--- src/rtl/mux4_rr_arbiter.sv ---
// ---------------------------------------------------------------------------
// mux4_rr_arbiter
//
// Round-robin arbiter and sequencer for a shared 4-to-1 bus multiplexer.
// Four requesters each present a data word and a request line. One requester
// is granted at a time. The grant drives the mux select S, and the selected
// word is delivered on a registered output Q with a valid flag. A hold-limit
// counter stops one requester from keeping the bus while others wait.
//
// Optional feature (compile-time macro ARB_LOCK_EN):
//   When defined, an extra input `lock` follows `req`. While lock=1 and the
//   owner still requests, the hold-limit timeout is suppressed and the hold
//   counter saturates at MAX_HOLD-1. Dropping lock while others wait then
//   times out on the next edge. When undefined, there is no lock port and
//   the timeout is always active.
//
// Parameters:
//   WIDTH    - width of D0..D3 and Q
//   MAX_HOLD - maximum consecutive granted cycles while another requester
//              waits (1..255)
//
// Ports:
//   clk    in   system clock, rising edge
//   rst    in   asynchronous reset, active-high
//   req    in   [3:0] request lines, bit i = requester i
//   lock   in   (ARB_LOCK_EN only) suppress the hold-limit timeout
//   D0..D3 in   [WIDTH-1:0] requester data words
//   gnt    out  [3:0] registered one-hot grant, zero when idle
//   S      out  [1:0] registered mux select (index of the granted bit)
//   Q      out  [WIDTH-1:0] registered mux output, one cycle behind gnt/S
//   valid  out  Q carries data from a granted requester
//
// Handshake: a requester raises req[i] and must keep it high until it sees
// gnt[i]. Requests are not latched. The grant lasts while req[i] stays high,
// until a hold-limit timeout. Q/valid for a grant appear one edge after gnt.
// ---------------------------------------------------------------------------
module mux4_rr_arbiter #(
    parameter int WIDTH    = 4,
    parameter int MAX_HOLD = 8
) (
    input  logic             clk,
    input  logic             rst,
    input  logic [3:0]       req,
`ifdef ARB_LOCK_EN
    input  logic             lock,
`endif
    input  logic [WIDTH-1:0] D0,
    input  logic [WIDTH-1:0] D1,
    input  logic [WIDTH-1:0] D2,
    input  logic [WIDTH-1:0] D3,
    output logic [3:0]       gnt,
    output logic [1:0]       S,
    output logic [WIDTH-1:0] Q,
    output logic             valid
);

    typedef enum logic {
        IDLE  = 1'b0,
        GRANT = 1'b1
    } state_t;

    localparam logic [7:0] HOLD_LAST = 8'(MAX_HOLD - 1);

    // Registered arbitration state. `state` is left visible by name so that
    // checkers can bind to it.
    state_t     state;
    state_t     state_n;
    logic [1:0] ptr;
    logic [1:0] ptr_n;
    logic [7:0] cnt;
    logic [7:0] cnt_n;
    logic [3:0] gnt_n;
    logic [1:0] s_n;

    // Combinational helpers.
    logic [1:0]       owner;
    logic [3:0]       owner_mask;
    logic             owner_req;
    logic             others_req;
    logic             at_limit;
    logic             lock_hold;
    logic             timeout;
    logic [1:0]       next_ptr;
    logic [2:0]       win;
    logic [WIDTH-1:0] mux_out;

`ifdef ARB_LOCK_EN
    assign lock_hold = lock;
`else
    assign lock_hold = 1'b0;
`endif

    // Returns {found, index}. Search starts at p and wraps mod 4. The loop
    // runs from the farthest offset to the nearest, so the nearest set bit
    // is the last assignment and wins.
    function automatic logic [2:0] arbitrate(input logic [3:0] r,
                                             input logic [1:0] p);
        logic [2:0] res;
        logic [1:0] idx;
        res = 3'b000;
        for (int i = 3; i >= 0; i--) begin
            idx = p + 2'(i);
            if (r[idx]) begin
                res = {1'b1, idx};
            end
        end
        return res;
    endfunction

    // Owner bookkeeping. S holds the current owner's index in GRANT.
    assign owner      = S;
    assign owner_mask = 4'b0001 << owner;
    assign owner_req  = |(req & owner_mask);
    assign others_req = |(req & ~owner_mask);
    assign at_limit   = (cnt == HOLD_LAST);
    assign timeout    = owner_req && at_limit && others_req && !lock_hold;
    assign next_ptr   = owner + 2'd1;

    // Next-state and next-grant logic.
    always_comb begin
        state_n = state;
        ptr_n   = ptr;
        cnt_n   = cnt;
        gnt_n   = gnt;
        s_n     = S;
        win     = 3'b000;

        case (state)
            IDLE: begin
                if (|req) begin
                    win     = arbitrate(req, ptr);
                    gnt_n   = 4'b0001 << win[1:0];
                    s_n     = win[1:0];
                    cnt_n   = 8'd0;
                    state_n = GRANT;
                end else begin
                    gnt_n = 4'b0000;
                end
            end

            GRANT: begin
                if (!owner_req || timeout) begin
                    // Release or forced handover. Priority moves past the
                    // owner. The owner is masked out, so a timeout never
                    // re-grants it, and a release has no owner bit anyway.
                    // The handover takes effect on this edge, with no idle
                    // cycle in between.
                    ptr_n = next_ptr;
                    win   = arbitrate(req & ~owner_mask, next_ptr);
                    cnt_n = 8'd0;
                    if (win[2]) begin
                        gnt_n = 4'b0001 << win[1:0];
                        s_n   = win[1:0];
                    end else begin
                        gnt_n   = 4'b0000;
                        state_n = IDLE;
                    end
                end else if (lock_hold) begin
                    // Locked owner. The counter stops at the limit so that
                    // dropping lock times out on the very next edge.
                    cnt_n = at_limit ? cnt : cnt + 8'd1;
                end else if (at_limit) begin
                    // At the limit with nobody waiting. The owner keeps
                    // the bus and the counter starts a new window.
                    cnt_n = 8'd0;
                end else begin
                    cnt_n = cnt + 8'd1;
                end
            end

            default: begin
                state_n = IDLE;
                gnt_n   = 4'b0000;
            end
        endcase
    end

    // Arbitration state register.
    always_ff @(posedge clk or posedge rst) begin
        if (rst) begin
            state <= IDLE;
            ptr   <= 2'd0;
            cnt   <= 8'd0;
            gnt   <= 4'b0000;
            S     <= 2'd0;
        end else begin
            state <= state_n;
            ptr   <= ptr_n;
            cnt   <= cnt_n;
            gnt   <= gnt_n;
            S     <= s_n;
        end
    end

    // Shared 4-to-1 mux, selected by the registered S.
    always_comb begin
        mux_out = D0;
        case (S)
            2'd0:    mux_out = D0;
            2'd1:    mux_out = D1;
            2'd2:    mux_out = D2;
            2'd3:    mux_out = D3;
            default: mux_out = D0;
        endcase
    end

    // Output register. It samples the word of the owner that is registered
    // now, so Q/valid run one edge behind gnt/S. When idle, Q keeps its
    // last word.
    always_ff @(posedge clk or posedge rst) begin
        if (rst) begin
            Q     <= '0;
            valid <= 1'b0;
        end else if (state == GRANT) begin
            Q     <= mux_out;
            valid <= 1'b1;
        end else begin
            valid <= 1'b0;
        end
    end

endmodule

--- config.mk ---
export PLATFORM = sky130hd
export DESIGN_NAME = mux4_rr_arbiter
export DESIGN_NICKNAME = d
export VERILOG_FILES = /design/src/rtl/mux4_rr_arbiter.sv
export SDC_FILE = /design/constraint.sdc
export NUM_CORES = 1
export LEC_CHECK = 0
export CAP_MARGIN = 20
export CORE_MARGIN = 3
export CORE_UTILIZATION = 50
export DETAILED_ROUTE_END_ITERATION = 7
export HOLD_SLACK_MARGIN = 0.08
export PLACE_DENSITY = 0.8
export SLEW_MARGIN = 0
export SYNTH_ARGS = -nofsm -noshare
export SYNTH_HDL_FRONTEND = slang
export SYNTH_SLANG_ARGS = --single-unit
--- constraint.sdc ---
create_clock -name clk -period 3.25 [get_ports clk]
set_input_delay 0.325 -clock clk [delete_from_list [all_inputs] [get_ports clk]]
set_output_delay 0.325 -clock clk [all_outputs]
set_load 0.005 [all_outputs]
After elaboration in Yosys (flattened, before gate mapping):

Index checks and enable logic that the tools add are counted.

* flip-flop bits (word level): 22
* bits of input ports: 22
* output and inout bits: 11
* word-level logic and storage cells: 93

* add/sub/neg operators: 8
* $lt $le $gt $ge: 8
* eq/ne operators: 7
* shift-type cells: 3
* mux-type cells: 46
* bitwise logic cells: 4
* reduce and logical (&&, ||, !) cells: 10

Operators with widths (count)
* less-than comparator 2 x 3 -> 1 bit, second input constant: 8
* two-way mux 8 bit: 3
* two-way mux 2 bit: 9
* two-way mux 3 bit: 6
* binary-select mux 1 bit (select 2 bit): 8
* case mux 4 bit (4 select lines): 1
* case mux 8 bit (2 select lines): 1
* two-way mux 1 bit: 12
* two-way mux 4 bit: 3
* OR reduction 4 bit: 3
* << shifter 1 x 2 -> 4 bit, first input constant: 3
* adder 2 bit, second input constant: 4
* adder 8 x 1 -> 8 bit, second input constant: 1
* AND 4 bit: 2
* == test 8 x 3 -> 1 bit, second input constant: 1
* case mux 4 bit (2 select lines): 1
* adder 2 x 1 -> 2 bit, second input constant: 3
* == test 2 bit, second input constant: 2
* != test 2 x 1 -> 1 bit, second input constant: 2
* inverter 4 bit: 1
* case mux 2 bit (2 select lines): 1
* AND reduction 3 bit: 1
* == test 2 x 1 -> 1 bit, second input constant: 1
* logical AND 1 bit: 2
* 7 further kinds: 7

Depth between registers and ports, before layout:

* depth in word-level cells: 15
* mapped depth: 8
* depth with buffers taken out: 7

Worst setup path after synthesis:

No wires, ideal clock.

* path type: register -> register
* from: register S[0]
* to: register gnt[0]
* library setup time: 0.126 ns
* arrival time: 2.028 ns
* required time: 3.124 ns
* path slack: 1.096 ns
* stages on the path, launching flop included: 8
* buffers on the path: 0
* period minus slack after synthesis: 2.154 ns
* cell sequence: dfrtp_1 inv_1 ha_1 nor3b_4 and3_1 o32a_1 and3b_1 a221o_1

* elaborated cells between the ends (all ways): 33
* classes of those cells: 4 x add/sub; 1 x eq/ne; 2 x shift; 17 x mux; 3 x bitwise; 6 x reduce/logical

RTL lines
* from (decl): line 52 `output logic [1:0] S,`
* from (signal assigned): line 191 `S <= s_n;`
* adder 2 x 1 -> 2 bit (*): line 117 `assign next_ptr = owner + 2'd1;`
* via next_ptr[0]: line 83 `logic [1:0] next_ptr;`
* adder 2 bit: line 102 `idx = p + 2'(i);`
* binary-select mux 1 bit (select 2 bit): line 103 `if (r[idx]) begin`
* two-way mux 1 bit (implied by the code): line 103
* two-way mux 3 bit (3 in series): line 103
* two-way mux 3 bit (*): line 103
* two-way mux 3 bit (*): line 142 `if (!owner_req || timeout) begin`
* two-way mux 3 bit (*): line 128 `case (state)`
* << shifter 1 x 2 -> 4 bit: line 152 `gnt_n = 4'b0001 << win[1:0];`
* two-way mux 4 bit (*): line 151 `if (win[2]) begin`
* two-way mux 4 bit (*): line 142
* case mux 4 bit (2 select lines) (*): line 128
* to (signal assigned): line 190 `gnt <= gnt_n;`
* to (decl): line 51 `output logic [3:0] gnt,`

The timed path passes the listed nets; every way through them passes the cells marked *. The select of a mux whose other input is x is not followed.
A chain may end at the register's enable or synchronous reset.

Final worst setup path:

Ends and elaborated chain as after synthesis.

==> results.toml <==
[status]
outcome = "finished clean"

[setup_path]
reg2regPathDepth = 7
arrival_ns = 2.65
crit_chain = "inv_1, ha_1, nor3b_1, o21ai_2, a311oi_2, nor3_1, a221o_1"
crit_required_ns = 3.45
start_kind = "flip-flop"
cp-end-kind = "flip-flop"
slowest_stage = "dfrtp_1"
rrSetupSlack_ns = 0.80
worstSetupPathType = "reg -> reg"
critical_path.max_fanout = 8
r2r_end = "gnt[0]"
worstReg2RegStart = "S[0]"
max_stage_delay_ns = 0.56

[timing]
relSlewSlack_pct = 45.7
fin_worst_skew_ns = 0.00704
final-setup-viol-count = 0
fmax_ghz = 0.409
hold_viol_final = 0
min_period_over_period_pct = 75.3
rsz0062_at_grt = "false"
setup_ws_ns = 0.804
min_period_ns = 2.45
worst_pin_slew_ns = 0.813
tns_ns = 0
holdWs_ns = 0.466
finalMaxSlewViolations = 0

[die]
die-area_um2 = 3750
ios = 33
rows = 19
core_um2 = 2830
initial_core_util_pct = 54.0
die_width_um = 61.3
die_h_um = 61.3

[clocking]
cts_made_buffers = 3
cts_tree = "yes"
cts_setup_buffers = 0
clock_latency_ns = 0.30
htreeDepth = 1
cts_hold_buf = 0
post_cts_resized = 0
clock_path_buffers = 2
clock-sinks = 22
clockRootBuffer = "clkbuf_4"
clk_pin_slew_ns = 0.11

[placement]
dp_slack_ns = 0.814
io_buffers = 32
placed_cells = 219
place.gp.congestion = 0.895
dpl.hpwl_um = 2780

[synth]
syn_area_um2 = 1530
synth_top_area_cell = "dfrtp_1"
yosysSeqAreaShare_pct = 36.0
synth.distinct_cells = 52
synth.ff_latch_count = 22
postSynth.asyncResetShare_pct = 100
synth.top_cell.area_share_pct = 36.0
synth_fp_nets = 187
syn_inst = 159
synth_flop_cell = "dfrtp_1"
syn_area_per_cell_um2 = 9.61
synthTopCellsByArea = "dfrtp_1 (36%), ha_1 (4.9%), mux2_2 (4.4%)"
yosys_warnings = 0
synth_edf_count = 0

[pwr]
p_int_mw = 0.907
clock_power_share_pct = 7.7
p_sw_mw = 0.654
p_sw_share_pct = 41.9
ir_drop_v = 0.000426
seqPwrFrac_pct = 30.6
power_leakage_nw = 0.789
combPwrFrac_pct = 61.7
p_per_area_nw_per_um2 = 823

[finish]
fin_cells = 222
antenna_cells = 0
layout-drive-gt1-share_pct = 12.6
syn_to_final_growth_pct = 24.2
fin_nets = 221
final_util_pct = 67.1

[detailed_routing]
totalWireLength_um = 3480
highest_layer = "met4"
wire_per_inst_um = 15.7
vias = 1362
dr_wl_met3_um = 210
routed_via_density = 6.14
drt-pass1-iter-count = 4
dr_wl_met2_um = 1710
met1_length_um = 1530
drc = 0
ant_nets = 0
drtIter0Drc = 54

[grt]
antenna_found_initial = 0
overflow = 0
gr-usage-all-layers_pct = 21.2
grt_pass1_vias = 1365
grt_pass1_wl_um = 5990
grt_max_degree = 23

[min_path]
hold_path.class = "in -> async"

[flow_run]
cap_violations = 0
-- cell families after synthesis --
logic type                 count (synthesis)  synth area share, %
AOI/OAI and AO/OA                         43                 21.5
xor gates and xnor gates                   3                 1.72
adders and majority gates                  6                 4.91
buffers and inverters                      7                 2.05
DFF                                       22                 36.0
muxes                                      8                 5.73
and+or+nand+nor                           70                 28.0
-- synthesized netlist by cell type, types with 3 or more instances --
cell	count
nand2b_1	4
a211oi_1	3
nand3_1	9
dfrtp_1	22
ha_1	6
nand2_1	14
or2b_1	3
inv_1	3
o21ai_0	12
and3b_1	3
a222oi_1	4
a22oi_1	3
a21oi_1	3
mux2_2	6
and3_1	3
nor2_1	12
-- routing by layer --
| metal | up-vias | GRT usage [%] |
|---|---|---|
| li1 | 672 | - |
| met1 | 636 | 26.4 |
| met2 | 50 | 37.0 |
| met3 | 4 | 5.03 |
| met4 | 0 | 4.95 |
| met5 | - | 0 |
-- flip-flops by register name, summed over array words and instances, names as in the netlist --
signal  cells
cnt         8
Q           4
gnt         4
S           2
ptr         2
state       1
valid       1
-- stage by stage --
stage                     total power, mW  instance area, um2
after floorplan                      1.15                1530
after global placement               1.41                1870
after detailed placement             1.44                1870
after CTS                            1.57                1900
after global routing                 1.70                1900
final                                1.56                1900
-- placed cells by master, fill, tap and decap left out, drive strengths merged, types with 3 or more instances in the layout --
master,instances
a211oi,3
a21oi,4
a222oi,4
a22oi,3
and3,4
and3b,3
clkbuf,3
clkdlybuf4s50,32
dfrtp,22
ha,6
inv,3
mux2,6
nand2,14
nand2b,4
nand3,9
nor2,13
nor2b,4
nor3b,3
o21ai,13
or2b,3
-- final cells by class --
type                            instances  area, um2
Clock buffer                            3       22.5
Fill cell                             232        932
Inverter                                3       11.3
Multi-Input combinational cell        130        946
Sequential cell                        22        551
Tap cell                               31       38.8
Timing Repair Buffer                   33        328
-- power by group through the flow --
stage | combinational, mW | clock [mW] | sequential, mW
after global placement | 0.933 | 0 | 0.475
after global routing | 1.06 | 0.134 | 0.497
after detailed placement | 0.959 | 0 | 0.482
after floorplan | 0.699 | 0 | 0.449
after CTS | 0.964 | 0.123 | 0.478
final | 0.963 | 0.120 | 0.479
-- worst max path at each step --
stage                  end  from  cells after the start  slack [ns]
floorplan           gnt[0]  S[0]                      7        1.10
global placement    gnt[0]  S[0]                      7        0.88
detailed placement  gnt[0]  S[0]                      7        0.81
CTS                 gnt[0]  S[0]                      7        0.80
global route        cnt[4]  S[0]                      7        0.63
finish              gnt[0]  S[0]                      7        0.80
-- worst max-delay path, delay by kind of cell (launching register included) --
family          cells  cell delay [ns]
compound gates      3             0.78
flops               1             0.56
fa+ha+maj           1             0.44
simple gates        2             0.36
buf+inv             1             0.20
Note: power is estimated with default switching activity, not from simulation.
